### src/rtl/fp_align_pkg.sv
// Shared constants, FSM state type and shift clamp for the FP adder mantissa alignment stage.
package fp_align_pkg;
   localparam int MAN_W     = 24;
   localparam int GRS_W     = 3;
   localparam int WORD_W    = MAN_W + GRS_W;
   localparam int SAT_SHIFT = MAN_W + 2;
   localparam int REM_W     = 5;

   typedef enum logic [1:0] {IDLE, SHIFT, DONE} state_t;

   // Past SAT_SHIFT positions every bit has already been folded into sticky.
   function automatic logic [REM_W-1:0] clamp_shift(input logic [7:0] d);
      return (d >= 8'(SAT_SHIFT)) ? REM_W'(SAT_SHIFT) : d[REM_W-1:0];
   endfunction
endpackage

### src/rtl/sticky_rshift.sv
// Combinational right shift of the {M,G,R,S} word by k (0..8), OR-ing bits [k:0] into bit 0.
module sticky_rshift
   import fp_align_pkg::*;
(
   input  logic [WORD_W-1:0] word,
   input  logic [3:0]        k,
   output logic [WORD_W-1:0] shifted
);
   logic [8:0]        lo_hit;
   logic [WORD_W-1:0] sr;

   // Bits [k:0] either leave the word or land in bit 0; both feed sticky.
   generate
      for (genvar gi = 0; gi < 9; gi++) begin : g_lo
         assign lo_hit[gi] = word[gi] && (4'(gi) <= k);
      end
   endgenerate

   assign sr      = word >> k;
   assign shifted = {sr[WORD_W-1:1], sr[0] | (|lo_hit)};
endmodule

### src/rtl/mant_align_shift.sv
// Aligns the smaller-exponent mantissa by iterative sticky right shifts, SHIFT_STEP bits per cycle.
module mant_align_shift
   import fp_align_pkg::*;
#(
   parameter int SHIFT_STEP = 4
)(
   input  logic              clk,
   input  logic              rst_n,
   input  logic              in_valid,
   output logic              in_ready,
   input  logic [MAN_W-1:0]  manA,
   input  logic [MAN_W-1:0]  manB,
   input  logic [7:0]        expbig,
   input  logic [7:0]        expdiff,
   input  logic              muxctrl,
   output logic              out_valid,
   input  logic              out_ready,
   output logic [MAN_W-1:0]  man_big,
   output logic [WORD_W-1:0] man_small,
   output logic [7:0]        exp_out,
   output logic              swapped
);
   state_t            state_reg;
   logic [WORD_W-1:0] work_reg;
   logic [WORD_W-1:0] work_next;
   logic [REM_W-1:0]  rem_reg;
   logic [REM_W-1:0]  rem_next;
   logic [REM_W-1:0]  rem_load;
   logic [3:0]        step_k;
   logic              in_ready_reg;
   logic              out_valid_reg;
   logic [MAN_W-1:0]  man_big_reg;
   logic [WORD_W-1:0] man_small_reg;
   logic [7:0]        exp_reg;
   logic              swapped_reg;

   assign rem_load = clamp_shift(expdiff);
   assign step_k   = (rem_reg >= REM_W'(SHIFT_STEP)) ? 4'(SHIFT_STEP) : rem_reg[3:0];
   assign rem_next = rem_reg - {1'b0, step_k};

   sticky_rshift u_shift (
      .word    (work_reg),
      .k       (step_k),
      .shifted (work_next)
   );

   always_ff @(posedge clk or negedge rst_n) begin
      if (!rst_n) begin
         state_reg     <= IDLE;
         work_reg      <= '0;
         rem_reg       <= '0;
         in_ready_reg  <= 1'b1;
         out_valid_reg <= 1'b0;
         man_big_reg   <= '0;
         man_small_reg <= '0;
         exp_reg       <= '0;
         swapped_reg   <= 1'b0;
      end else begin
         case (state_reg)
            IDLE: begin
               if (in_valid) begin
                  man_big_reg  <= muxctrl ? manB : manA;
                  work_reg     <= {(muxctrl ? manA : manB), 3'b000};
                  rem_reg      <= rem_load;
                  exp_reg      <= expbig;
                  swapped_reg  <= muxctrl;
                  in_ready_reg <= 1'b0;
                  state_reg    <= (rem_load == '0) ? DONE : SHIFT;
               end
            end
            SHIFT: begin
               work_reg <= work_next;
               rem_reg  <= rem_next;
               if (rem_next == '0)
                  state_reg <= DONE;
            end
            DONE: begin
               // Result is published one cycle after the shift finishes, then held until taken.
               if (!out_valid_reg) begin
                  out_valid_reg <= 1'b1;
                  man_small_reg <= work_reg;
               end else if (out_ready) begin
                  out_valid_reg <= 1'b0;
                  in_ready_reg  <= 1'b1;
                  state_reg     <= IDLE;
               end
            end
            default: state_reg <= IDLE;
         endcase
      end
   end

   assign in_ready  = in_ready_reg;
   assign out_valid = out_valid_reg;
   assign man_big   = man_big_reg;
   assign man_small = man_small_reg;
   assign exp_out   = exp_reg;
   assign swapped   = swapped_reg;
endmodule

### config.mk
export PLATFORM = sky130hd
export DESIGN_NAME = mant_align_shift
export DESIGN_NICKNAME = d
export VERILOG_FILES = /design/src/rtl/fp_align_pkg.sv /design/src/rtl/sticky_rshift.sv /design/src/rtl/mant_align_shift.sv
export SDC_FILE = /design/constraint.sdc
export NUM_CORES = 1
export LEC_CHECK = 0
export ABC_AREA = 1
export BUFFER_PORTS_ARGS = -buffer_cell sky130_fd_sc_hd__buf_2
export CORE_ASPECT_RATIO = 2
export CORE_MARGIN = 2
export CORE_UTILIZATION = 45
export DETAILED_ROUTE_END_ITERATION = 16
export PLACE_DENSITY = 0.67
export SYNTH_ARGS = -nofsm -noshare
export SYNTH_HDL_FRONTEND = slang
export SYNTH_SLANG_ARGS = --single-unit
### constraint.sdc
create_clock -name clk -period 1.95 [get_ports clk]
set_input_delay 0.0975 -clock clk [delete_from_list [all_inputs] [get_ports clk]]
set_output_delay 0.0975 -clock clk [all_outputs]
set_load 0.01 [all_outputs]
Word-level counts from Yosys, hierarchy flattened

Index checks and enable logic that the tools add are counted.

Output and inout bits: 62
Flip-flop bits (word level): 96
Bits in read-only memories: 0
Latch bits: 0
Memories kept: 0
Bits in writable memories: 0
Input bits: 69
Logic and storage cells: 70

Bitwise gates (word level): 2
Magnitude comparators: 11
Shifts and indexed selects: 1
Equal/unequal tests: 6
$add $sub $neg: 1
Multiplexer cells: 20
Div/mod/pow operators: 0
$mul: 0
Reduce and logical (&&, ||, !) cells: 20

Operator list:

| kind                                                                                | count |
|---|---|
| 27-bit one-hot mux with 2 select lines                                              | 1 |
| 24-bit 2-to-1 mux                                                                   | 2 |
| 27-bit 2-to-1 mux                                                                   | 1 |
| 27-bit by 4-bit right shift with 27-bit output                                      | 1 |
| 3-bit by 4-bit less-or-equal comparator with 1-bit output, first input constant     | 4 |
| 5-bit logical NOT                                                                   | 2 |
| 2-bit 2-to-1 mux                                                                    | 5 |
| 5-bit 2-to-1 mux                                                                    | 2 |
| 5-bit one-hot mux with 2 select lines                                               | 1 |
| 1-bit logical AND                                                                   | 9 |
| 9-bit OR reduction                                                                  | 1 |
| 8-bit by 5-bit greater-or-equal comparator with 1-bit output, second input constant | 1 |
| 1-bit by 4-bit less-or-equal comparator with 1-bit output, first input constant     | 2 |
| 2-bit by 4-bit less-or-equal comparator with 1-bit output, first input constant     | 2 |
| 2-bit inequality test, second input constant                                        | 4 |
| 4-bit AND reduction                                                                 | 2 |
| 2-bit one-hot mux with 3 select lines                                               | 1 |
| 2-bit AND reduction                                                                 | 3 |
| 5-bit by 3-bit greater-or-equal comparator with 1-bit output, second input constant | 1 |
| 1-bit 2-to-1 mux                                                                    | 5 |
| 5-bit by 4-bit subtractor with 5-bit output                                         | 1 |
| 4-bit less-or-equal comparator, first input constant                                | 1 |
| 4-bit 2-to-1 mux                                                                    | 1 |
| 2-bit nonzero test                                                                  | 2 |
| 6 further kinds                                                                     | 6 |

Longest topological paths before layout

Depth in word-level cells: 7
Depth in mapped cells: 13
Gate-level depth less buffers: 13

Cells and area by module

Synthesis repeated with hierarchy kept, for this count alone.

Cells, all modules: 782
Area, all modules: 5739.3 µm²

Modules (own cells, without submodules):

| module           | cells an instance | instances | sequential area each (µm²) | area an instance (µm²) |
|---|---|---|---|---|
| mant_align_shift | 499               | 1         | 2403.6                     | 4493.1 |
| sticky_rshift    | 283               | 1         | 0.0                        | 1246.2 |

Worst setup path before layout

Ideal clock, no wire load.

Kind: flip-flop to flip-flop
Start point: reg rem_reg[4]
End point: reg state_reg[1]
Setup slack: 0.360 ns
Library setup time: 0.066 ns
Period minus slack after synthesis: 1.590 ns
Buffers on the path: 0
Data required time: 1.884 ns
Cell stages (with the launch flop): 12
Data arrival time: 1.524 ns
Cell sequence: dfrtp_1 > nor2_2 > nand2_4 > nand2_2 > ha_1 > inv_1 > nand2_1 > nor2_1 > nand3_1 > a21oi_1 > nand3_1 > nand2_1

Cells in the longest elaborated chain, start to end: 6

RTL lines:

| item                                                         | RTL line               | text |
|---|---|---|
| start: declaration                                           | mant_align_shift.sv:26 | `logic [REM_W-1:0] rem_reg;` |
| start signal: assignment                                     | mant_align_shift.sv:64 | `rem_reg <= rem_load;` |
| start signal: assignment                                     | mant_align_shift.sv:73 | `rem_reg <= rem_next;` |
| 5-bit by 3-bit greater-or-equal comparator with 1-bit output | mant_align_shift.sv:38 | `assign step_k = (rem_reg >= REM_W'(SHIFT_STEP)) ? 4'(SHIFT_STEP) : rem_reg[3:0];` |
| 4-bit 2-to-1 mux                                             | mant_align_shift.sv:38 |  |
| 5-bit by 4-bit subtractor with 5-bit output *                | mant_align_shift.sv:39 | `assign rem_next = rem_reg - {1'b0, step_k};` |
| 5-bit logical NOT *                                          | mant_align_shift.sv:74 | `if (rem_next == '0)` |
| 2-bit inequality test (no line) *                            | n/a                    |  |
| 4-bit AND reduction (no line) *                              | n/a                    |  |
| end signal: assignment                                       | mant_align_shift.sv:68 | `state_reg <= (rem_load == '0) ? DONE : SHIFT;` |
| end: declaration                                             | mant_align_shift.sv:23 | `state_t state_reg;` |

Every way passes the cells marked *; elsewhere a longest branch is shown, timed or not.
A chain may end at the register's enable or synchronous reset.

Worst setup path in the final report

Start point: reg rem_reg[4]
End point: reg state_reg[0]

Same word-level chain as after synthesis.

==> impl_metrics.ini <==
[floorplan]
fp.dieH_um = 158
core_um2 = 11600
fp-row-count = 56
start_util_pct = 46.0
dieWidth_um = 81.1
fp.dieArea_um2 = 12800
io_pins = 131

[logic_synthesis]
yosys.area.top_type = dfrtp_1
syn_nets = 792
syn_area_um2 = 5350
synth.top_cell.area_share_pct = 44.5
ys_warn_count = 0
yosysSeqAreaShare_pct = 44.9
yosysMostFrequentCell = nand2_1
synth_commonest_cells = nand2_1 (251), dfrtp_1 (95), o21ai_0 (53)
ys_async_sr_fraction_pct = 100
synthTopCellsByArea = dfrtp_1 (44%), nand2_1 (18%), o21ai_0 (5.0%), o211ai_1 (4.5%), nand3_1 (3.7%)
syn_avg_cell_area_um2 = 7.41
synth_ff_type = dfrtp_1
synth_edf_count = 0
ys_seq_elements = 96
synth_cells = 722
yosysUniqueCellTypes = 35

[min_path]
min_from = manB[1]
holdPathEnd = man_big[1]$_DFFE_PN0P_
min_path_type = input port to flip-flop
min_path_cells = 3

[finish]
syn_to_final_growth_pct = 23.2
fin_cells = 999
drive_above_1_share_pct = 21.9
n_antenna_cell = 0
nets = 919
num-fill-cells = 1157

[global_routing]
antenna_found_initial = 0
grt_max_degree = 49
track_usage_pct = 25.1
grt_pass1_vias = 5391
gr-total-overflow = 0
grt_pass1_wl_mm = 25.2

[clock_network]
htreeDepth = 3
clockRootBuffer = clkbuf_16
cts_made_buffers = 9
worst_skew_pair.late_latency_ns = 0.35
clock-sinks = 96
cts.clk_slew.worst_paths_ns = 0.07
clock_path_buffers = 2
tritoncts = yes

[worst_setup_path]
critPathSlowestCell = dfrtp_1
cpPeakStageDelay_ns = 0.45
startpoint_type = flip-flop
rr_startpoint = rem_reg[4]$_DFFE_PN0P_
path_common_cell = nand2_1
crit_type = flip-flop to flip-flop
cp.required_ns = 2.18
cp_num_buf_inv = 1
path_cells = nor2_4 -> nand2_4 -> nand2_2 -> ha_1 -> inv_1 -> nand2_1 -> nor2_1 -> nand3_1 -> o21ai_0 -> nand2_1
crit_cells = 10
reg2reg_slack_ns = 0.20
worstPathMaxFanout = 7
setup.worst_path.end_class = flip-flop
r2r-end = state_reg[0]$_DFFE_PN0P_
cp_top_family = simple AND/OR/NAND/NOR gates
ff2ff_path_depth = 10
crit_arrival_ns = 1.97

[sta]
worst_pin_slew_ns = 0.538
layout_min_cycle_time_ns = 1.75
finClkSkew_ns = 0.00860
rsz0062_at_grt = no
period_share_pct = 89.6
max-slew-margin-rel_pct = 64.1
setup_ws_ns = 0.203
setup_tns_ns = 0
finalMaxSlewViolations = 0
fmax_ghz = 0.573
hold_viol_final = 0
setup_viol = 0

[route]
drc = 0
wire_per_inst_um = 15.4
wirelength_mm = 15.4
ant_nets = 0
avgViaCountPerCell = 5.53
first_pass_iters = 6
drtIter0Drc = 463
num_vias = 5525

[place]
gp_congestion = 0.887
port_buffers = 130
dp_hpwl_mm = 11.4
placed_cells = 974
post-place-ws_ns = 0.169

[power]
p_per_area_nw_per_um2 = 1650
ir_drop_v = 0.000703
leakage_nw = 3.30
report.power.total_w = 0.0109

[run]
maxCapViolCount = 0

[run_status]
status = finished clean
[power breakdown]
part | leakage (nW) | internal [W] | switching (W)
clock | 0.159 | 0.00120 | 0.000757
sequential | 1.15 | 0.00298 | 0.000606
combinational | 1.99 | 0.00198 | 0.00337
[layer usage]
| layer | GRT usage (%) | vias to the layer above | share of wire, % |
|---|---|---|---|
| met4 | 9.28 | 0 | 2.3 |
| li1 | - | 2642 | - |
| met2 | 43.3 | 247 | 51 |
| met3 | 4.56 | 33 | 6.2 |
| met5 | 0 | - | 0 |
| met1 | 30.6 | 2603 | 41 |
[worst max path at each step]
stage / start / end / slack (ns)
after global placement: rem_reg[4]$_DFFE_PN0P_ / state_reg[0]$_DFFE_PN0P_ / 0.28
final: rem_reg[4]$_DFFE_PN0P_ / state_reg[0]$_DFFE_PN0P_ / 0.20
after floorplan: rem_reg[4]$_DFFE_PN0P_ / state_reg[1]$_DFFE_PN0P_ / 0.36
after global routing: rem_reg[4]$_DFFE_PN0P_ / state_reg[1]$_DFFE_PN0P_ / 0.002
after CTS: rem_reg[4]$_DFFE_PN0P_ / state_reg[1]$_DFFE_PN0P_ / 0.15
after detailed placement: rem_reg[4]$_DFFE_PN0P_ / state_reg[0]$_DFFE_PN0P_ / 0.17
[layout make-up]
class	instances	area [um2]	area share [%]
Multi-Input combinational cell	533	2530	38.4
Sequential cell	96	2400	36.5
Timing Repair Buffer	161	958	14.5
Clock buffer	12	256	3.89
Tap cell	145	181	2.75
Inverter	48	180	2.73
Clock inverter	4	76.3	1.16
[worst register-to-register path: stages, from the launching register on]
cell and delay (ns):
dfrtp_1 0.45, nor2_4 0.16, nand2_4 0.10, nand2_2 0.11
ha_1 0.24, inv_1 0.07, nand2_1 0.06, nor2_1 0.08
nand3_1 0.09, o21ai_0 0.20, nand2_1 0.08
[stage by stage]
stage / area (um2) / util (%) / hold slack (ns)
finish: 6590 / 56.6 / 0.0216
global route: 6590 / 56.6 / 0.0239
CTS: 6580 / 56.6 / 0.0143
detailed placement: 6160 / 53.0 / 0.0897
global placement: 6160 / 53.0 / 0.0950
floorplan: 5350 / - / -0.198
[cells in the final DEF, fill, tap and decap left out, types with 2 or more instances in the layout]
| cell type | n |
|---|---|
| nand2_1 | 251 |
| buf_2 | 129 |
| dfrtp_1 | 95 |
| o21ai_0 | 53 |
| nor2_1 | 44 |
| inv_1 | 41 |
| nand3_1 | 40 |
| o211ai_1 | 32 |
| a21oi_1 | 28 |
| a31oi_1 | 25 |
| buf_4 | 19 |
| a21boi_1 | 17 |
| o21ai_1 | 14 |
| clkbuf_16 | 9 |
| dlygate4sd3_1 | 9 |
| inv_2 | 7 |
| nand2_2 | 5 |
| buf_12 | 4 |
| nor2_2 | 3 |
| nor2_4 | 2 |
| nand4_1 | 2 |
| o22ai_1 | 2 |
| nor3_1 | 2 |
| mux2_1 | 2 |
| o21bai_1 | 2 |
| clkbuf_8 | 2 |
| bufinv_16 | 2 |
[kinds of logic after synthesis]
group,after synthesis,share of synthesized area (%)
simple gates,351,26.5
other cells,1,0.0701
flops,96,44.9
buf+inv,93,7.79
compound gates,177,19.8
mux,3,0.632
fa+ha+maj,1,0.234
[timing repair]
item / 4_1_cts / 5_1_grt
gates resized for setup: 0 / 1
setup buffers: 0 / 0
endpoints found under the hold margin: 40 / 0
endpoints found under the setup margin: 0 / 2
hold buffers: 9 / 0
Power figures use the tool's default switching activity.
